**src/rtl/frame_sram_writer_pkg.sv**
```systemverilog
// -----------------------------------------------------------------------------
// frame_pkg
// Constants and types shared by the frame SRAM writer and the rotation
// adapter that reads the same SRAM. The adapter derives its read addressing
// from IMG_W/IMG_H/N/PIX_W so both sides agree on the frame layout.
//   IMG_W, IMG_H : frame geometry in pixels
//   N            : pixels per frame
//   PIX_W        : pixel index width (2**PIX_W >= N)
//   DATA_W       : pixel width
//   FCNT_W       : completed-frame counter width
//   bank_state_e : life cycle of one SRAM bank
// -----------------------------------------------------------------------------
package frame_pkg;

  localparam int IMG_W  = 1024;
  localparam int IMG_H  = 1024;
  localparam int N      = IMG_W * IMG_H;
  localparam int PIX_W  = 20;
  localparam int DATA_W = 8;
  localparam int FCNT_W = 16;

  // EMPTY -> FILLING -> PEND -> FULL -> EMPTY
  typedef enum logic [1:0] {
    BANK_EMPTY   = 2'd0,
    BANK_FILLING = 2'd1,
    BANK_PEND    = 2'd2,
    BANK_FULL    = 2'd3
  } bank_state_e;

  // A bank that is PEND or FULL holds a closed frame and must not be written.
  function automatic logic bank_occupied(input bank_state_e st);
    return (st == BANK_PEND) || (st == BANK_FULL);
  endfunction

endpackage

```
**src/rtl/frame_sram_writer_if.sv**
```systemverilog
// -----------------------------------------------------------------------------
// frame_sram_writer_if
// Raster pixel stream (valid/ready) feeding the frame SRAM writer.
//   s_valid : source has a pixel
//   s_ready : writer can take a pixel
//   s_data  : pixel, raster order
//   s_last  : final pixel of a frame
// master = pixel source, slave = writer.
// -----------------------------------------------------------------------------
interface frame_sram_writer_if #(
  parameter int DATA_W = frame_pkg::DATA_W
);

  logic              s_valid;
  logic              s_ready;
  logic [DATA_W-1:0] s_data;
  logic              s_last;

  modport master (output s_valid, output s_data, output s_last, input s_ready);
  modport slave  (input s_valid, input s_data, input s_last, output s_ready);

endinterface

```
**src/rtl/frame_sram_writer_bank_tracker.sv**
```systemverilog
// -----------------------------------------------------------------------------
// bank_tracker
// Owns the ping-pong bank bookkeeping between the writer and the rotation
// reader: how many banks are full, whether a just-closed bank is waiting for
// its last SRAM write to land, which bank the reader must consume next, and
// the flow-control term that stalls the pixel stream.
//   clk, rst        : clock, asynchronous active-low reset
//   i_accept        : a pixel beat is accepted this cycle
//   i_close         : the accepted beat closes the current frame
//   i_wr_bank       : bank currently being written
//   i_rd_done       : reader finished o_rd_bank (single-cycle pulse)
//   o_s_ready       : fewer than two banks are occupied by closed frames
//   o_frame_ready   : at least one full bank awaits the reader
//   o_rd_bank       : oldest full bank
//   o_pend          : a closed frame commits at the next edge
// -----------------------------------------------------------------------------
module bank_tracker
  import frame_pkg::*;
(
  input  logic clk,
  input  logic rst,
  input  logic i_accept,
  input  logic i_close,
  input  logic i_wr_bank,
  input  logic i_rd_done,
  output logic o_s_ready,
  output logic o_frame_ready,
  output logic o_rd_bank,
  output logic o_pend
);

  logic [1:0]  r_full_cnt;
  logic        r_pend;
  logic        r_rd_bank;
  bank_state_e r_bank_st [2];

  logic        w_rd_ok;
  logic [1:0]  w_full_cnt_nxt;

  // Reader handshake qualification and next full-bank count.
  always_comb begin
    w_rd_ok        = i_rd_done & (r_full_cnt != 2'd0);
    w_full_cnt_nxt = r_full_cnt;
    // A commit and an honoured rd_done in the same cycle cancel out.
    case ({r_pend, w_rd_ok})
      2'b10:   w_full_cnt_nxt = r_full_cnt + 2'd1;
      2'b01:   w_full_cnt_nxt = r_full_cnt - 2'd1;
      default: w_full_cnt_nxt = r_full_cnt;
    endcase
  end

  // Bank bookkeeping state: counters, read pointer and per-bank life cycle.
  always_ff @(posedge clk or negedge rst) begin
    if (!rst) begin
      r_full_cnt <= 2'd0;
      r_pend     <= 1'b0;
      r_rd_bank  <= 1'b0;
      for (int b = 0; b < 2; b++) begin
        r_bank_st[b] <= BANK_EMPTY;
      end
    end else begin
      r_full_cnt <= w_full_cnt_nxt;
      // A pending commit always resolves one edge later, so pend simply
      // follows the close strobe, even when a one-beat frame closes while
      // the previous one is still committing.
      r_pend     <= i_close;
      if (w_rd_ok) begin
        r_rd_bank <= ~r_rd_bank;
      end
      for (int b = 0; b < 2; b++) begin
        case (r_bank_st[b])
          BANK_EMPTY: begin
            if (i_accept && (i_wr_bank == 1'(b))) begin
              r_bank_st[b] <= i_close ? BANK_PEND : BANK_FILLING;
            end
          end
          BANK_FILLING: begin
            if (i_close && (i_wr_bank == 1'(b))) begin
              r_bank_st[b] <= BANK_PEND;
            end
          end
          BANK_PEND: begin
            r_bank_st[b] <= BANK_FULL;
          end
          BANK_FULL: begin
            if (w_rd_ok && (r_rd_bank == 1'(b))) begin
              r_bank_st[b] <= BANK_EMPTY;
            end
          end
          default: begin
            r_bank_st[b] <= BANK_EMPTY;
          end
        endcase
      end
    end
  end

  // Flow control counts the pending bank as occupied so the stall is raised
  // in the cycle right after the close that fills the second bank.
  assign o_s_ready     = ({1'b0, r_full_cnt} + {2'b00, r_pend}) < 3'd2;
  assign o_frame_ready = (r_full_cnt != 2'd0);
  assign o_rd_bank     = r_rd_bank;
  assign o_pend        = r_pend;

endmodule

```
**src/rtl/frame_sram_writer.sv**
```systemverilog
// -----------------------------------------------------------------------------
// frame_sram_writer
// Ping-pong frame writer: accepts a raster pixel stream and writes each frame
// into one of two SRAM banks, handing completed banks to the rotation reader
// through frame_ready / rd_bank / rd_done.
//   clk, rst    : clock, asynchronous active-low reset
//   s_if        : pixel stream (slave side)
//   mem_we      : SRAM write strobe (registered)
//   mem_addr    : {bank, pixel index} (registered)
//   mem_wdata   : SRAM write data (registered)
//   frame_ready : at least one full bank awaits the reader
//   rd_bank     : bank the reader must consume
//   rd_done     : reader finished rd_bank (single-cycle pulse)
//   frame_cnt   : frames completed, wraps
//   err_short   : sticky, s_last arrived before the final pixel
//   err_long    : sticky, final pixel arrived without s_last
// -----------------------------------------------------------------------------
module frame_sram_writer #(
  parameter int IMG_W  = frame_pkg::IMG_W,
  parameter int IMG_H  = frame_pkg::IMG_H,
  parameter int DATA_W = frame_pkg::DATA_W,
  parameter int PIX_W  = frame_pkg::PIX_W,
  parameter int FCNT_W = frame_pkg::FCNT_W
) (
  input  logic                clk,
  input  logic                rst,
  frame_sram_writer_if.slave  s_if,
  output logic                mem_we,
  output logic [PIX_W:0]      mem_addr,
  output logic [DATA_W-1:0]   mem_wdata,
  output logic                frame_ready,
  output logic                rd_bank,
  input  logic                rd_done,
  output logic [FCNT_W-1:0]   frame_cnt,
  output logic                err_short,
  output logic                err_long
);

  localparam int             N        = IMG_W * IMG_H;
  localparam logic [PIX_W-1:0] LAST_IDX = PIX_W'(N - 1);

  logic              r_mem_we;
  logic [PIX_W:0]    r_mem_addr;
  logic [DATA_W-1:0] r_mem_wdata;
  logic [PIX_W-1:0]  r_pix_idx;
  logic              r_wr_bank;
  logic [FCNT_W-1:0] r_frame_cnt;
  logic              r_err_short;
  logic              r_err_long;

  logic              w_s_ready;
  logic              w_accept;
  logic              w_last_idx;
  logic              w_close;
  logic              w_pend;

  assign w_accept   = s_if.s_valid & w_s_ready;
  assign w_last_idx = (r_pix_idx == LAST_IDX);
  // Either the index reaching N-1 or s_last ends the frame; a mismatch
  // between the two is only flagged, never allowed to overrun the bank.
  assign w_close    = w_accept & (w_last_idx | s_if.s_last);

  bank_tracker u_bank_tracker (
    .clk           (clk),
    .rst           (rst),
    .i_accept      (w_accept),
    .i_close       (w_close),
    .i_wr_bank     (r_wr_bank),
    .i_rd_done     (rd_done),
    .o_s_ready     (w_s_ready),
    .o_frame_ready (frame_ready),
    .o_rd_bank     (rd_bank),
    .o_pend        (w_pend)
  );

  // Write pipeline, pixel counter, bank select, frame counter and error flags.
  always_ff @(posedge clk or negedge rst) begin
    if (!rst) begin
      r_mem_we    <= 1'b0;
      r_mem_addr  <= '0;
      r_mem_wdata <= '0;
      r_pix_idx   <= '0;
      r_wr_bank   <= 1'b0;
      r_frame_cnt <= '0;
      r_err_short <= 1'b0;
      r_err_long  <= 1'b0;
    end else begin
      r_mem_we <= w_accept;
      if (w_accept) begin
        r_mem_addr  <= {r_wr_bank, r_pix_idx};
        r_mem_wdata <= s_if.s_data;
      end
      if (w_close) begin
        r_pix_idx <= '0;
        r_wr_bank <= ~r_wr_bank;
      end else if (w_accept) begin
        r_pix_idx <= r_pix_idx + PIX_W'(1);
      end
      if (w_accept && s_if.s_last && !w_last_idx) begin
        r_err_short <= 1'b1;
      end
      if (w_accept && w_last_idx && !s_if.s_last) begin
        r_err_long <= 1'b1;
      end
      // Counted when the frame commits, i.e. after its last write landed.
      if (w_pend) begin
        r_frame_cnt <= r_frame_cnt + FCNT_W'(1);
      end
    end
  end

  assign s_if.s_ready = w_s_ready;
  assign mem_we       = r_mem_we;
  assign mem_addr     = r_mem_addr;
  assign mem_wdata    = r_mem_wdata;
  assign frame_cnt    = r_frame_cnt;
  assign err_short    = r_err_short;
  assign err_long     = r_err_long;

endmodule

```
**src/flat_wrapper.sv**
```systemverilog
// flat-port wrapper written by rule: the top's interface ports become plain ports
module frame_sram_writer_flat 
#(
  parameter int IMG_W  = frame_pkg::IMG_W,
  parameter int IMG_H  = frame_pkg::IMG_H,
  parameter int DATA_W = frame_pkg::DATA_W,
  parameter int PIX_W  = frame_pkg::PIX_W,
  parameter int FCNT_W = frame_pkg::FCNT_W
)
  (clk, rst, mem_we, mem_addr, mem_wdata, frame_ready, rd_bank, rd_done, frame_cnt, err_short, err_long, s_if_s_valid, s_if_s_data, s_if_s_last, s_if_s_ready);
  frame_sram_writer_if #(.DATA_W(DATA_W)) s_if_i ();
  input  logic clk;
  input  logic rst;
  output logic mem_we;
  output logic [PIX_W:0] mem_addr;
  output logic [DATA_W-1:0] mem_wdata;
  output logic frame_ready;
  output logic rd_bank;
  input  logic rd_done;
  output logic [FCNT_W-1:0] frame_cnt;
  output logic err_short;
  output logic err_long;
  input wire logic [$bits(s_if_i.s_valid)-1:0] s_if_s_valid;
  input wire logic [$bits(s_if_i.s_data)-1:0] s_if_s_data;
  input wire logic [$bits(s_if_i.s_last)-1:0] s_if_s_last;
  output wire logic [$bits(s_if_i.s_ready)-1:0] s_if_s_ready;
  assign s_if_i.s_valid = s_if_s_valid;
  assign s_if_i.s_data = s_if_s_data;
  assign s_if_i.s_last = s_if_s_last;
  assign s_if_s_ready = s_if_i.s_ready;
  frame_sram_writer #(.IMG_W(IMG_W), .IMG_H(IMG_H), .DATA_W(DATA_W), .PIX_W(PIX_W), .FCNT_W(FCNT_W)) u_core (.clk(clk), .rst(rst), .s_if(s_if_i), .mem_we(mem_we), .mem_addr(mem_addr), .mem_wdata(mem_wdata), .frame_ready(frame_ready), .rd_bank(rd_bank), .rd_done(rd_done), .frame_cnt(frame_cnt), .err_short(err_short), .err_long(err_long));
endmodule
```
**config.mk**
```make
export PLATFORM = sky130hd
export DESIGN_NAME = frame_sram_writer_flat
export DESIGN_NICKNAME = d
export VERILOG_FILES = /design/src/rtl/frame_sram_writer_pkg.sv /design/src/rtl/frame_sram_writer_if.sv /design/src/rtl/frame_sram_writer_bank_tracker.sv /design/src/rtl/frame_sram_writer.sv /design/src/flat_wrapper.sv
export SDC_FILE = /design/constraint.sdc
export NUM_CORES = 1
export LEC_CHECK = 0
export CORE_ASPECT_RATIO = 1.2
export CORE_MARGIN = 2
export CORE_UTILIZATION = 50
export CTS_CLUSTER_SIZE = 40
export DETAILED_ROUTE_END_ITERATION = 8
export DONT_BUFFER_PORTS = 1
export PLACE_DENSITY = 0.76
export SKIP_CTS_REPAIR_TIMING = 1
export SYNTH_ARGS = -nofsm -noshare
export SYNTH_HDL_FRONTEND = slang
export SYNTH_HIERARCHICAL = 1
export SYNTH_SLANG_ARGS = --single-unit
```
**constraint.sdc**
```tcl
create_clock -name clk -period 2.05 [get_ports clk]
set_input_delay 0.41 -clock clk [delete_from_list [all_inputs] [get_ports clk]]
set_output_delay 0.41 -clock clk [all_outputs]
set_load 0.02 [all_outputs]
```
==> impl_metrics.csv <==
group,metric,value,unit
status,status,"complete, but fails checks",
status,failed_checks,"hold timing",
placement,portBuffers,0,
logic_synthesis,synth-simple-area-share,0.149,
power_and_ir_drop,design_power_total,3.95,mW
detailed_routing,vias_per_cell,5.50,
logic_synthesis,synth-adder-area-share,0.0121,
timing,achievable-frequency,525,MHz
logic_synthesis,yosys_warnings,6,
setup_path,critical_path.max_fanout,4,
power_and_ir_drop,vdd_ir_drop_max,0.000690,V
layout,n_fill_cell,484,
layout,antenna_cells,0,
detailed_routing,drt_drc_violations_left,0,
setup_path,criticalPathCategory,"flop to flop",
grt,pin_count_of_the_biggest_net_entering_global_routing,74,
power_and_ir_drop,sequentialPowerShare,0.531,
power_and_ir_drop,power.switching_fraction,0.321,
power_and_ir_drop,combinationalPowerShare,0.181,
clocking,h-tree-depth,3,
timing,report.final.slew_viol_count,0,
power_and_ir_drop,internal-power,2.68,mW
logic_synthesis,netlist-cell-type-count,37,
clocking,clock_tree_sinks,73,
power_and_ir_drop,p_sw,1.27,mW
detailed_routing,routed_wl,5780,µm
timing,hold_violations,73,
setup_path,worst_setup_ep,"u_core/r_pix_idx[1]$_DFFE_PN0P_",
logic_synthesis,combinational_family_with_the_most_area_after_synthesis,"simple AND/OR/NAND/NOR gates",
setup_path,timing.critical_path.from,"u_core/u_bank_tracker/o_pend$_DFF_PN0_",
setup_path,regToRegStartpoint,"u_core/u_bank_tracker/o_pend$_DFF_PN0_",
floorplan,floorplan.die.width,75.9,µm
floorplan,die_area,6850,µm²
timing,slew_headroom,0.606,
floorplan,io_pins,64,
grt,grt_pass1_wl,9590,µm
logic_synthesis,synth.yosys.seq_area_share,0.589,
logic_synthesis,synth_compound_area_frac,0.0593,
setup_path,crit_required,2290,ps
setup_path,ff2ff_path_depth,6,
floorplan,start_util,0.516,
logic_synthesis,synthXorXnorAreaFrac,0.0791,
timing,rsz0062_at_grt,"false",
setup_path,timing.reg2reg.setup_slack,140,ps
setup_path,crit-reg2reg-capture,"u_core/r_pix_idx[1]$_DFFE_PN0P_",
detailed_routing,firstDrtPassIters,4,
floorplan,floorplan.die.height,90.3,µm
layout,num-nets-final,293,
clocking,source_to_sink_clock_delay_at_the_later_pin_of_the_worst_skew_pair,350,ps
floorplan,total_core_area,6010,µm²
logic_synthesis,syn_inst,258,
layout,multi_input_area,1250,µm²
detailed_routing,detail_route.iter0.violations,82,
layout,final_design_area_no_fill,3530,µm²
placement,detailedPlacementHpwl,3940,µm
logic_synthesis,yosys_register_bits,73,
run,cap_violations,0,
clocking,clock_path_buffers,2,
layout,drive_above_1_share,0.245,
layout,final_core_util,0.587,
logic_synthesis,synth.net_count,274,
power_and_ir_drop,p_per_area,1120,nW/µm²
logic_synthesis,post_synth.cell_area_avg,12.0,µm²
detailed_routing,num_vias,2003,
layout,area.growth.synth_to_final,13.8,%
grt,globalRouteTotalUtil,0.179,
clocking,cts_made_buffers,9,
timing,timing.final.setup_violations,0,
setup_path,critPathLaunchType,"flop",
power_and_ir_drop,leakage,1.61,nW
setup_path,timing.critical_path.arrival,2140,ps
timing,worst_clock_skew,8.09,ps
layout,layout.area.seq,1830,µm²
timing,timing.hold.ws,-251,ps
clocking,clk_pin_slew_worst_paths,70,ps
clocking,tritoncts,"built",
detailed_routing,wl_per_cell,15.9,µm
worst_hold_path,min_path_type,"input pin to asynchronous set/reset pin",
grt,first_global_vias,2015,
placement,place.gp.congestion,0.791,
floorplan,rows,31,
timing,worst_pin_slew,586,ps
timing,fin_crit,1910,ps
detailed_routing,route.antenna.remaining_nets,0,
logic_synthesis,synth.mux.area_fraction,0.0944,
timing,final_min_period_over_clock_period,0.929,
placement,postPlaceCellArea,3320,µm²
clocking,ctsRootBufferMaster,"sky130_fd_sc_hd__clkbuf_8",
setup_path,critical_path.endpoint_type,"flop",
timing,setup-tns-final,0,ps
power_and_ir_drop,power.clock.fraction,0.288,
grt,grt.overflow.total,0,
logic_synthesis,netlist_area,3100,µm²
grt,grt_antenna_before_repair,0,
==> registers in the layout, summed over array words and instances (netlist names), 2 cells and up <==
name                              flops
u_core/frame_cnt                     16
u_core/mem_addr                      21
u_core/mem_wdata                      8
u_core/r_pix_idx                     20
u_core/u_bank_tracker/r_full_cnt      2
==> cells in the mapped netlist <==
library cell / number / area share
sky130_fd_sc_hd__a21oi_1: 9 / 0.015
sky130_fd_sc_hd__a21oi_2: 1 / 0.0028
sky130_fd_sc_hd__a22o_1: 2 / 0.0056
sky130_fd_sc_hd__and2_4: 1 / 0.0028
sky130_fd_sc_hd__and3_1: 5 / 0.010
sky130_fd_sc_hd__and4_1: 2 / 0.0056
sky130_fd_sc_hd__buf_2: 1 / 0.0016
sky130_fd_sc_hd__buf_4: 1 / 0.0024
sky130_fd_sc_hd__clkbuf_1: 4 / 0.0048
sky130_fd_sc_hd__dfrtp_1: 73 / 0.59
sky130_fd_sc_hd__ha_1: 3 / 0.012
sky130_fd_sc_hd__inv_1: 6 / 0.0073
sky130_fd_sc_hd__inv_2: 1 / 0.0012
sky130_fd_sc_hd__mux2_2: 26 / 0.094
sky130_fd_sc_hd__nand2_1: 17 / 0.021
sky130_fd_sc_hd__nand2b_1: 1 / 0.0020
sky130_fd_sc_hd__nand3_1: 9 / 0.015
sky130_fd_sc_hd__nand4_1: 9 / 0.018
sky130_fd_sc_hd__nand4_2: 1 / 0.0040
sky130_fd_sc_hd__nor2_1: 15 / 0.018
sky130_fd_sc_hd__nor2b_1: 2 / 0.0040
sky130_fd_sc_hd__nor3_1: 6 / 0.0097
sky130_fd_sc_hd__nor3b_1: 1 / 0.0024
sky130_fd_sc_hd__nor4_1: 1 / 0.0020
sky130_fd_sc_hd__o21ai_0: 14 / 0.023
sky130_fd_sc_hd__o21bai_1: 1 / 0.0024
sky130_fd_sc_hd__o21bai_4: 1 / 0.0061
sky130_fd_sc_hd__o31ai_1: 1 / 0.0024
sky130_fd_sc_hd__o41ai_1: 1 / 0.0028
sky130_fd_sc_hd__or2_1: 1 / 0.0020
sky130_fd_sc_hd__or2_4: 1 / 0.0028
sky130_fd_sc_hd__or3_1: 8 / 0.016
sky130_fd_sc_hd__or4_1: 3 / 0.0073
sky130_fd_sc_hd__or4_2: 1 / 0.0028
sky130_fd_sc_hd__or4_4: 1 / 0.0036
sky130_fd_sc_hd__xnor2_1: 16 / 0.045
sky130_fd_sc_hd__xor2_1: 12 / 0.034
==> cells in the final DEF, fill, tap and decap left out, types with 2 or more instances in the layout <==
cell type / count
sky130_fd_sc_hd__nor3_1: 6
sky130_fd_sc_hd__dfrtp_1: 72
sky130_fd_sc_hd__and3_1: 5
sky130_fd_sc_hd__xnor2_1: 16
sky130_fd_sc_hd__or3_1: 8
sky130_fd_sc_hd__clkbuf_8: 11
sky130_fd_sc_hd__a22o_1: 2
sky130_fd_sc_hd__o21ai_0: 14
sky130_fd_sc_hd__and4_1: 2
sky130_fd_sc_hd__nor2b_1: 2
sky130_fd_sc_hd__inv_1: 6
sky130_fd_sc_hd__clkinv_2: 3
sky130_fd_sc_hd__nand4_1: 9
sky130_fd_sc_hd__nor2_1: 15
sky130_fd_sc_hd__a21oi_1: 8
sky130_fd_sc_hd__nand3_1: 9
sky130_fd_sc_hd__xor2_1: 12
sky130_fd_sc_hd__ha_1: 3
sky130_fd_sc_hd__nand2_1: 16
sky130_fd_sc_hd__mux2_2: 26
sky130_fd_sc_hd__buf_4: 13
sky130_fd_sc_hd__or4_4: 4
==> layer usage <==
metal | vias to the layer above | routed length (µm) | GRT usage
met5 | - | 0 | 0
li1 | 945 | - | -
met1 | 996 | 2500 | 0.210
met3 | 11 | 284 | 0.0550
met2 | 51 | 2880 | 0.295
met4 | 0 | 124 | 0.100
==> final cells by class <==
type,count,area share
Clock buffer,11,0.0429
Multi-Input combinational cell,172,0.354
Inverter,7,0.00744
Sequential cell,73,0.518
Tap cell,82,0.0291
Timing Repair Buffer,14,0.0333
Clock inverter,5,0.0152
==> worst max-delay path, stage by stage (launching register included) <==
cell and delay, ps:
sky130_fd_sc_hd__dfrtp_2 430, sky130_fd_sc_hd__a21oi_4 170, sky130_fd_sc_hd__buf_4 150, sky130_fd_sc_hd__nand2_4 40
sky130_fd_sc_hd__or4_4 540, sky130_fd_sc_hd__or2_1 280, sky130_fd_sc_hd__a22o_1 180
==> cells by family (layout without fill, tap and decap cells) <==
logic type                 count (synthesis)  count (layout)
DFF                                       73              73
and+or+nand+nor                           85              85
adders and majority gates                  3               3
muxes                                     26              26
xor gates and xnor gates                  28              28
AOI/OAI and AO/OA                         30              30
buffers and inverters                     13              37
==> per-stage QoR <==
step / worst slack, ps / std cells
2_1_floorplan: -35.9 / 258
3_3_place_gp: 157 / 348
3_5_place_dp: 101 / 348
4_1_cts: 79.9 / 364
5_1_grt: 61.4 / 364
6_report: 145 / 364
==> power groups by stage <==
stage               Sequential, mW  Combinational (mW)  Clock (mW)
finish                        2.10               0.715        1.14
floorplan                     2.10               0.516           0
global placement              2.12               0.702           0
global route                  2.13               0.779        1.23
detailed placement            2.14               0.721           0
CTS                           2.11               0.726        1.17
==> how the worst min path moves through the flow <==
stage	startpoint	end	slack [ps]	cells past startpoint
after CTS	rst	u_core/frame_cnt[4]$_DFFE_PN0P_	-270	0
after global placement	rst	u_core/frame_cnt[4]$_DFFE_PN0P_	120	0
after detailed placement	rst	u_core/frame_cnt[4]$_DFFE_PN0P_	120	0
after global routing	rst	u_core/frame_cnt[5]$_DFFE_PN0P_	-270	0
final	rst	u_core/frame_cnt[8]$_DFFE_PN0P_	-250	0
after floorplan	rst	u_core/err_long$_DFFE_PN0P_	110	0
No activity file was read; power rests on OpenSTA's default activity.
